<file path="src/rtl/burst_addr_gen.sv">
// Burst address generator: emits base + k*stride for each beat on a valid/ready stream.
// Optional repeating (wrap) bursts are enabled by defining BURST_GEN_WRAP_EN.
module burst_addr_gen #(
  parameter int W     = 16,
  parameter int LEN_W = 8
) (
  input  logic             clk,
  input  logic             rst,
  input  logic             start,
  input  logic [W-1:0]     base_in,
  input  logic [LEN_W-1:0] len_in,
  input  logic [W-1:0]     stride_in,
  input  logic             wrap_in,
  input  logic             abort,
  input  logic             out_ready,
  output logic             out_valid,
  output logic [W-1:0]     addr,
  output logic [W-1:0]     base,
  output logic [LEN_W-1:0] cnt,
  output logic             last,
  output logic             busy,
  output logic             done,
  output logic [W-1:0]     wraps
);

  typedef enum logic {IDLE = 1'b0, RUN = 1'b1} state_t;

  state_t           state_q, state_d;
  logic [W-1:0]     addr_q, addr_d;
  logic [W-1:0]     base_q, base_d;
  logic [W-1:0]     stride_q, stride_d;
  logic [W-1:0]     wraps_q, wraps_d;
  logic [LEN_W-1:0] cnt_q, cnt_d;
  logic [LEN_W-1:0] len_q, len_d;
  logic             wrap_q, wrap_d;
  logic             done_q, done_d;
  logic             wrap_sel;
  logic             at_last;

`ifdef BURST_GEN_WRAP_EN
  assign wrap_sel = wrap_in;
`else
  // Without repeat support every burst is single-shot; wrap_q stays 0 so wraps never counts.
  logic unused_wrap_in;
  assign unused_wrap_in = wrap_in;
  assign wrap_sel       = 1'b0;
`endif

  assign at_last = (cnt_q == (len_q - LEN_W'(1)));

  always_comb begin
    state_d  = state_q;
    addr_d   = addr_q;
    base_d   = base_q;
    stride_d = stride_q;
    wraps_d  = wraps_q;
    cnt_d    = cnt_q;
    len_d    = len_q;
    wrap_d   = wrap_q;
    done_d   = 1'b0;
    if (state_q == IDLE) begin
      // abort in IDLE suppresses a same-cycle start; zero-length requests are dropped.
      if (!abort && start && (len_in != '0)) begin
        state_d  = RUN;
        base_d   = base_in;
        addr_d   = base_in;
        len_d    = len_in;
        stride_d = stride_in;
        wrap_d   = wrap_sel;
        cnt_d    = '0;
        wraps_d  = '0;
      end
    end else begin
      if (abort) begin
        state_d = IDLE;
      end else if (out_ready) begin
        if (!at_last) begin
          addr_d = addr_q + stride_q;
          cnt_d  = cnt_q + LEN_W'(1);
        end else if (wrap_q) begin
          addr_d = base_q;
          cnt_d  = '0;
          if (wraps_q != '1) begin
            wraps_d = wraps_q + W'(1);
          end
        end else begin
          state_d = IDLE;
          done_d  = 1'b1;
        end
      end
    end
  end

  always_ff @(posedge clk) begin
    if (rst) begin
      state_q  <= IDLE;
      addr_q   <= '0;
      base_q   <= '0;
      stride_q <= '0;
      wraps_q  <= '0;
      cnt_q    <= '0;
      len_q    <= '0;
      wrap_q   <= 1'b0;
      done_q   <= 1'b0;
    end else begin
      state_q  <= state_d;
      addr_q   <= addr_d;
      base_q   <= base_d;
      stride_q <= stride_d;
      wraps_q  <= wraps_d;
      cnt_q    <= cnt_d;
      len_q    <= len_d;
      wrap_q   <= wrap_d;
      done_q   <= done_d;
    end
  end

  assign out_valid = (state_q == RUN);
  assign busy      = (state_q == RUN);
  assign last      = (state_q == RUN) && at_last;
  assign addr      = addr_q;
  assign base      = base_q;
  assign cnt       = cnt_q;
  assign done      = done_q;
  assign wraps     = wraps_q;

endmodule

</file>
<file path="config.mk">
export PLATFORM = sky130hd
export DESIGN_NAME = burst_addr_gen
export DESIGN_NICKNAME = d
export VERILOG_FILES = /design/src/rtl/burst_addr_gen.sv
export SDC_FILE = /design/constraint.sdc
export NUM_CORES = 1
export LEC_CHECK = 0
export BUFFER_PORTS_ARGS = -buffer_cell sky130_fd_sc_hd__buf_4
export CAP_MARGIN = 10
export CORE_MARGIN = 2
export CORE_UTILIZATION = 56
export CTS_CLUSTER_SIZE = 12
export DETAILED_ROUTE_END_ITERATION = 16
export PLACE_DENSITY = 0.84
export SLEW_MARGIN = 10
export SYNTH_ARGS = -nofsm -noshare
export SYNTH_HDL_FRONTEND = slang
export SYNTH_SLANG_ARGS = --single-unit
</file>
<file path="constraint.sdc">
create_clock -name clk -period 4.6 [get_ports clk]
set_clock_uncertainty 0.15 [all_clocks]
set_input_delay 0.92 -clock clk [delete_from_list [all_inputs] [get_ports clk]]
set_output_delay 0.92 -clock clk [all_outputs]
set_load 0.01 [all_outputs]
</file>
==> results of run 1 <==
-- cell families (layout without fill, tap and decap cells) --
logic type | after synthesis | count (layout) | share of synthesized area
simple gates | 181 | 181 | 0.215
other cells | 1 | 16 | 0.00101
buf+inv | 49 | 119 | 0.0702
xor+xnor | 22 | 22 | 0.0517
fa+ha+maj | 18 | 18 | 0.0625
compound gates | 128 | 128 | 0.221
flops | 66 | 66 | 0.355
mux | 9 | 9 | 0.0242
-- power by group through the flow --
stage	registers, uW	logic, uW	clock network, uW
floorplan	640	165	0
detailed placement	637	259	0
global route	627	290	681
CTS	624	260	654
finish	624	262	653
global placement	636	249	0
-- per-stage QoR --
step	utilization	total power (uW)
2_1_floorplan	-	805
3_3_place_gp	0.682	885
4_1_cts	0.724	1540
3_5_place_dp	0.682	895
6_report	0.724	1540
5_1_grt	0.724	1600
-- Yosys cell counts (all sizes together), types with 7 or more instances --
library cell / instances
nand2: 100
dfxtp: 66
a21oi: 64
nor2: 32
buf: 24
ha: 17
clkbuf: 14
nor3: 14
o21ai: 14
xnor2: 13
a211oi: 12
inv: 11
mux2i: 9
xor2: 9
nand3: 7
-- path summary, 6_finish.rpt --
kind | from | endpoint | slack [ns] | cells after the start
max | len_q[0] | last | 1.12 | 8
min | base[7] | base[7] | 0.31 | 2
max reg2reg | len_q[0] | cnt[7] | 1.65 | 9
min reg2reg | base[7] | base[7] | 0.31 | 2
-- layout by cell type (no fill, tap or decap), types with 3 or more instances in the layout --
cell / instances
a211o_1: 4
a211oi_1: 10
a21boi_0: 3
a21oi_1: 62
and2_1: 3
buf_4: 92
bufinv_16: 4
clkbuf_8: 9
conb_1: 16
dfxtp_1: 66
ha_1: 17
inv_1: 11
mux2i_1: 9
nand2_1: 100
nand2b_1: 5
nand3_1: 7
nor2_1: 32
nor2b_1: 4
nor3_1: 14
nor4_1: 3
o211ai_1: 3
o21a_1: 4
o21ai_0: 11
o21ai_1: 3
or3_1: 3
xnor2_1: 13
xor2_1: 9
-- critical path, stage by stage (launching register included) --
cell	delay, ns
dfxtp_1	0.35
inv_1	0.07
ha_1	0.22
or3b_1	0.38
a211oi_2	0.21
nand3_1	0.13
a211o_1	0.40
nor2_1	0.14
buf_4	0.14
-- sequential cells by signal, summed over array words and instances, names as in the netlist --
signal / flops
addr: 16
base: 16
stride_q: 16
cnt: 8
len_q: 8
busy: 1
done: 1
-- routing by layer --
layer  track usage  vias up
met5             0        -
met4         0.118        0
met3        0.0577       29
met2         0.472      160
met1         0.353     1680
li1              -     1782
-- cell type report --
| type | instances | area [um^2] |
|---|---|---|
| Multi-Input combinational cell | 374 | 2210 |
| Fill cell | 520 | 1770 |
| Sequential cell | 66 | 1320 |
| Timing Repair Buffer | 92 | 691 |
| Clock inverter | 7 | 141 |
| Clock buffer | 9 | 124 |
| Tap cell | 77 | 96.3 |
| Inverter | 11 | 41.3 |
==> metrics.txt, run 1 <==
status=complete, no violations; endpoints failing setup=0; Ant. Diodes=0; areal power density over the cells=333 mW/mm^2; count of vias placed by the detailed router=3651; Syn-to-layout area delta=24.1%; Internal Dissipation=1130 uW; Yosys warning total=0; worst rel slew slack=0.471; total grt overflow=0; maximum capacitance violations=0; row count=29; synthesized cell area=0.00372 mm^2; post-route met1 wirelength=4160 um; post-route antenna net violation count=0; class of the tightest hold or removal check=flop to flop; global routing usage summed across all routing layers=0.281; biggest fanout along the worst timing path=6; WS Path Type=flop to output port; Detailed Route Iter0 Violations=266; Via density=5.74; nets=618; prevailing post-synth register cell=dfxtp_1; uppermost layer routed=met4; non-filler cells, final=636; number of hold buffers added after cts=0; post-CTS resize count=0; element type at the critical path end=output port; part of the cycle the worst path needs=0.756; area of all placed cells without fillers=0.00462 mm^2; number of enable-type register cells in the synthesized netlist=0; die outline height=85.6 um; met2 WL=4860 um; sequential fraction of the synthesis area=0.355; DRC Markers=0; average routed wire per standard cell=15.7 um; I/O Buffers=88; max frequency=0.287 GHz; Placer Congestion=0.873; switching part of the total=0.265; CTS Root Cell=clkbuf_8; Final Worst Setup Slack=1.12 ns; clk buf depth=2; Setup Fix Bufs, Post-CTS=0; first-pass GRT wire length=16500 um; WL final=9980 um; min Tclk post-route=3.48 ns; Syn Inst Count=474; worst setup slack before clock tree synthesis=1.16 ns; worst IR drop on VDD=0.284 mV; critical path data required time=3.53 ns; # IOs=106; number of global-route vias before repair=3498; Tightest Pin Transition=0.788 ns; fraction of final layout cells with drive strength greater than 1=0.208; placed cell areas=0.00436 mm^2; number of flip-flops and latches in the synthesized netlist=66; per-instance average area after synthesis=7.86 um^2; combinational cell fraction of total power=0.170; clock transition at the registers of the reported paths=0.08 ns; drt pass-1 iters=4; fraction of synthesized cell area taken by the top area cell type=0.355; number of sinks on the clock net=66; maximum number of pins on one net before global-route repair=67; proportion of power drawn by flip-flops and latches=0.405; setup TNS=0 ns; TritonCTS clock tree=done; area of the placeable core=0.00639 mm^2; distinct cell type count of the synthesized netlist=61; area of the die=0.00732 mm^2; Leak Pwr=0.00199 uW; H-tree depth=3; hold violation count in the final report=0; Post-synth ARST share=0; number of clock buffers inserted by TritonCTS=9; critical path data arrival time=2.41 ns; power spent charging and discharging nets=408 uW; leading area contributor after synthesis=dfxtp_1; number of cells after detailed placement=620; hold slack final=0.309 ns; die width=85.6 um; final HPWL from detailed placement=7080 um; number of antenna violations at the first check in global routing=0; unrepaired setup endpoints after global routing=no; clock share of power=0.424; Detail Route met3 WL=688 um; final count of pins violating max slew=0; clock latency reported for the late side of the worst-skew pair=0.35 ns; critical path startpoint category=flop; top cells by area in the synthesized netlist=dfxtp_1 35%, nand2_1 10%, a21oi_1 8.3%; starting density of the core=0.583
Power figures use the tool's default switching activity.
==> run 2: changes to the inputs <==
- ABC_AREA: not set -> 1
- CORE_UTILIZATION: 56 -> 53
- PLACE_DENSITY: 0.84 -> 0.8
- clock period: 4.6 -> 3.3 ns (I/O delays scaled with it)
==> run 2 against run 1 <==
  * Critical path depth rose by 2
  * Global-route usage fell by 3.2 points
  * Clock-buffer cell count did not move
  * Cell count rose by 22%
  * Sequential power rose by 43%
  * Largest cell class unchanged
  * Largest power group is now registers
==> metrics.txt, run 2 <==
slowest cell on the critical path=dfxtp_1; Register-to-Register Path Depth=13 (+4); Final Worst Setup Slack=0.417 ns (-0.704 ns); area taken by flip-flops and latches=0.00132 mm^2 (unchanged); Placer Congestion=0.940 (+7.6%); worst rel slew slack=0.315 (-0.155); setup TNS=0 ns (unchanged); total area of multi-input combinational cells=0.00224 mm^2 (+1.8%); part of the cycle the worst path needs=0.874; unrepaired setup endpoints after global routing=no; H-tree depth=3 (unchanged); critical path data required time=2.49 ns (-1.04 ns); area of the die=0.00808 mm^2 (+10%); fraction of final layout cells with drive strength greater than 1=0.175 (-0.0324); I/O Buffers=88 (unchanged); starting density of the core=0.542 (-0.0413); total grt overflow=0 (unchanged); first-pass GRT wire length=16500 um (about the same); hold violation count in the final report=0 (unchanged); most numerous cell on the critical path=nor2_1; Critical Path Stages=10 (+2); nets=733 (+19%); clock latency reported for the late side of the worst-skew pair=0.36 ns (about the same); M2 GR Usage=0.444 (-0.0271); number of enable-type register cells in the synthesized netlist=0 (unchanged); fraction of synthesized cell area taken by the top area cell type=0.338 (-0.0168); worst setup slack before clock tree synthesis=0.739 ns (-0.417 ns); longest individual stage delay on the worst path=0.39 ns (about the same); drt pass-1 iters=4 (unchanged); area of all placed cells without fillers=0.00475 mm^2 (+2.8%); top library cells by usage in the layout, fill and taps aside=122 x nand2_1, 110 x nor2_1, 93 x buf_4; final count of pins violating max slew=0 (unchanged); Yosys warning total=0 (unchanged); maximum capacitance violations=0 (unchanged); number of sinks on the clock net=66 (unchanged); top cells by area in the synthesized netlist=dfxtp_1 34%, nand2_1 12%, nor2_1 11%; status=complete, no violations; number of flip-flops and latches in the synthesized netlist=66 (unchanged); CTS Root Cell=clkbuf_8; Final Total Pwr=2060 uW (+34%); critical path startpoint category=flop; # fillers=714 (+37%); placed cell areas=0.00455 mm^2 (+4.5%); post-route antenna net violation count=0 (unchanged); post-CTS resize count=0 (unchanged); ordered list of cells on the worst path=inv_1, ha_1, xor2_1, nand2_1, nor2_1, nand3_1, nor2_1, nand2_1, nor2_1, buf_4; Worst R2R Start=len_q[0]; areal power density over the cells=434 mW/mm^2 (+30%); most frequent standard cell in the layout excluding fill and tap cells=nand2_1; WS Path Type=flop to output port; Buf/Inv on CP=2 (unchanged); Syn-to-layout area delta=21.5%; number of global-route vias before repair=3580 (+2.3%); number of antenna violations at the first check in global routing=0 (unchanged); Ant. Diodes=0 (unchanged); average routed wire per standard cell=13.0 um (-17%); max frequency=0.347 GHz; # IOs=106 (unchanged); min Tclk post-route=2.88 ns; Syn Inst Count=594 (+25%); number of hold buffers added after cts=0 (unchanged); row count=31 (+6.9%); Leak Pwr=0.00231 uW (+16%); Setup Fix Bufs, Post-CTS=0 (unchanged); met3 demand-to-capacity share in global routing=0.0645 (+0.00680); die width=89.9 um (+5.1%); maximum number of pins on one net before global-route repair=48 (-28%); Tightest Pin Transition=1.03 ns (+0.238 ns); most frequently used cell type in the post-synthesis netlist=nand2_1; met1 Usage GRT=0.302 (-0.0507); worst setup path startpoint=len_q[0]; element type at the critical path end=output port; hold-critical path depth=2 (unchanged); number of clock buffers inserted by TritonCTS=9 (unchanged); synthesized cell area=0.00391 mm^2 (+5.0%); per-instance average area after synthesis=6.58 um^2 (-16%); Detailed Route Iter0 Violations=161 (-39%); distinct cell type count of the synthesized netlist=34 (-44%); Via density=5.07 (-12%); die outline height=89.9 um (+5.1%); Post-synth ARST share=0 (unchanged); most frequent cells after synthesis=122 x nand2_1, 110 x nor2_1, 66 x dfxtp_1, 52 x nand3_1, 49 x o21ai_0; critical path data arrival time=2.07 ns (-0.34 ns); endpoints failing setup=0 (unchanged); biggest fanout along the worst timing path=5 (-1); WL final=10000 um (+0.41%); clock transition at the registers of the reported paths=0.08 ns (about the same); class of the tightest hold or removal check=flop to flop; final HPWL from detailed placement=7380 um (+4.3%); area of the placeable core=0.00721 mm^2 (+13%); hold path start=base[15]; leading area contributor after synthesis=dfxtp_1; clk buf depth=2 (unchanged); TritonCTS clock tree=done; most crowded layer after global routing=met2; DRC Markers=0 (unchanged); worst IR drop on VDD=0.239 mV (-16%); kind of cell adding the most delay to the critical path=simple AND/OR/NAND/NOR gates; sequential fraction of the synthesis area=0.338 (-0.0168); global routing usage summed across all routing layers=0.249 (-0.0318); count of vias placed by the detailed router=3921 (+7.4%); prevailing post-synth register cell=dfxtp_1
## run 2: cell count changes after synthesis, sizes merged, moves of 10 or more
| cell | before | now |
|---|---|---|
| nor3 | 14 | 4 |
| a21oi | 64 | 45 |
| nor2 | 32 | 111 |
| inv | 11 | 43 |
| a211oi | 12 | 0 |
| nand3 | 7 | 52 |
| nand2 | 100 | 125 |
| o21ai | 14 | 50 |
## run 2: area by class of cell
type	instances	share of cell area
Inverter	43	0.0340
Timing Repair Buffer	93	0.147
Clock inverter	7	0.0163
Sequential cell	66	0.278
Clock buffer	9	0.0261
Multi-Input combinational cell	456	0.472
Tap cell	99	0.0261
## run 2: layer usage
metal,routed length [um],part of all wire,vias to the layer above
li1,-,-,2039
met2,5090,0.51,98
met1,4330,0.43,1774
met3,480,0.048,10
met4,114,0.011,0
met5,0,0,-
## run 2: path summary, 6_finish.rpt
kind	to	slack, ns
worst max register to register	addr[8]	0.81
worst max-delay path	last	0.42
worst min register to register	base[15]	0.34
worst min-delay path	base[15]	0.34
## run 2: worst min-delay path: stages (launching register included)
cell,delay [ns]
dfxtp_1,0.33
nor2_1,0.04
nor2_1,0.08
## run 2: metrics by stage
stage,hold slack (ns),instances,util
global route,0.353,773,0.659
detailed placement,0.326,757,0.631
finish,0.336,773,0.659
global placement,0.317,757,0.631
floorplan,0.309,609,-
CTS,0.341,773,0.659
## run 2: cell families (layout without fill, tap and decap cells)
logic type	count (synthesis)	count (layout)	share of synthesized area
buf+inv	87	152	0.103
mux	4	4	0.0102
fa+ha+maj	18	18	0.0595
flops	66	66	0.338
xor+xnor	18	18	0.0403
compound gates	98	98	0.127
simple gates	302	302	0.320
other cells	1	16	0.000959
## run 2: report_power, final
part | leakage (uW) | total, uW | switching, uW | internal (uW)
clock | 0.0000885 | 705 | 352 | 353
sequential | 0.000542 | 895 | 43.4 | 851
combinational | 0.00167 | 460 | 265 | 195
total | 0.00231 | 2060 | 660 | 1400
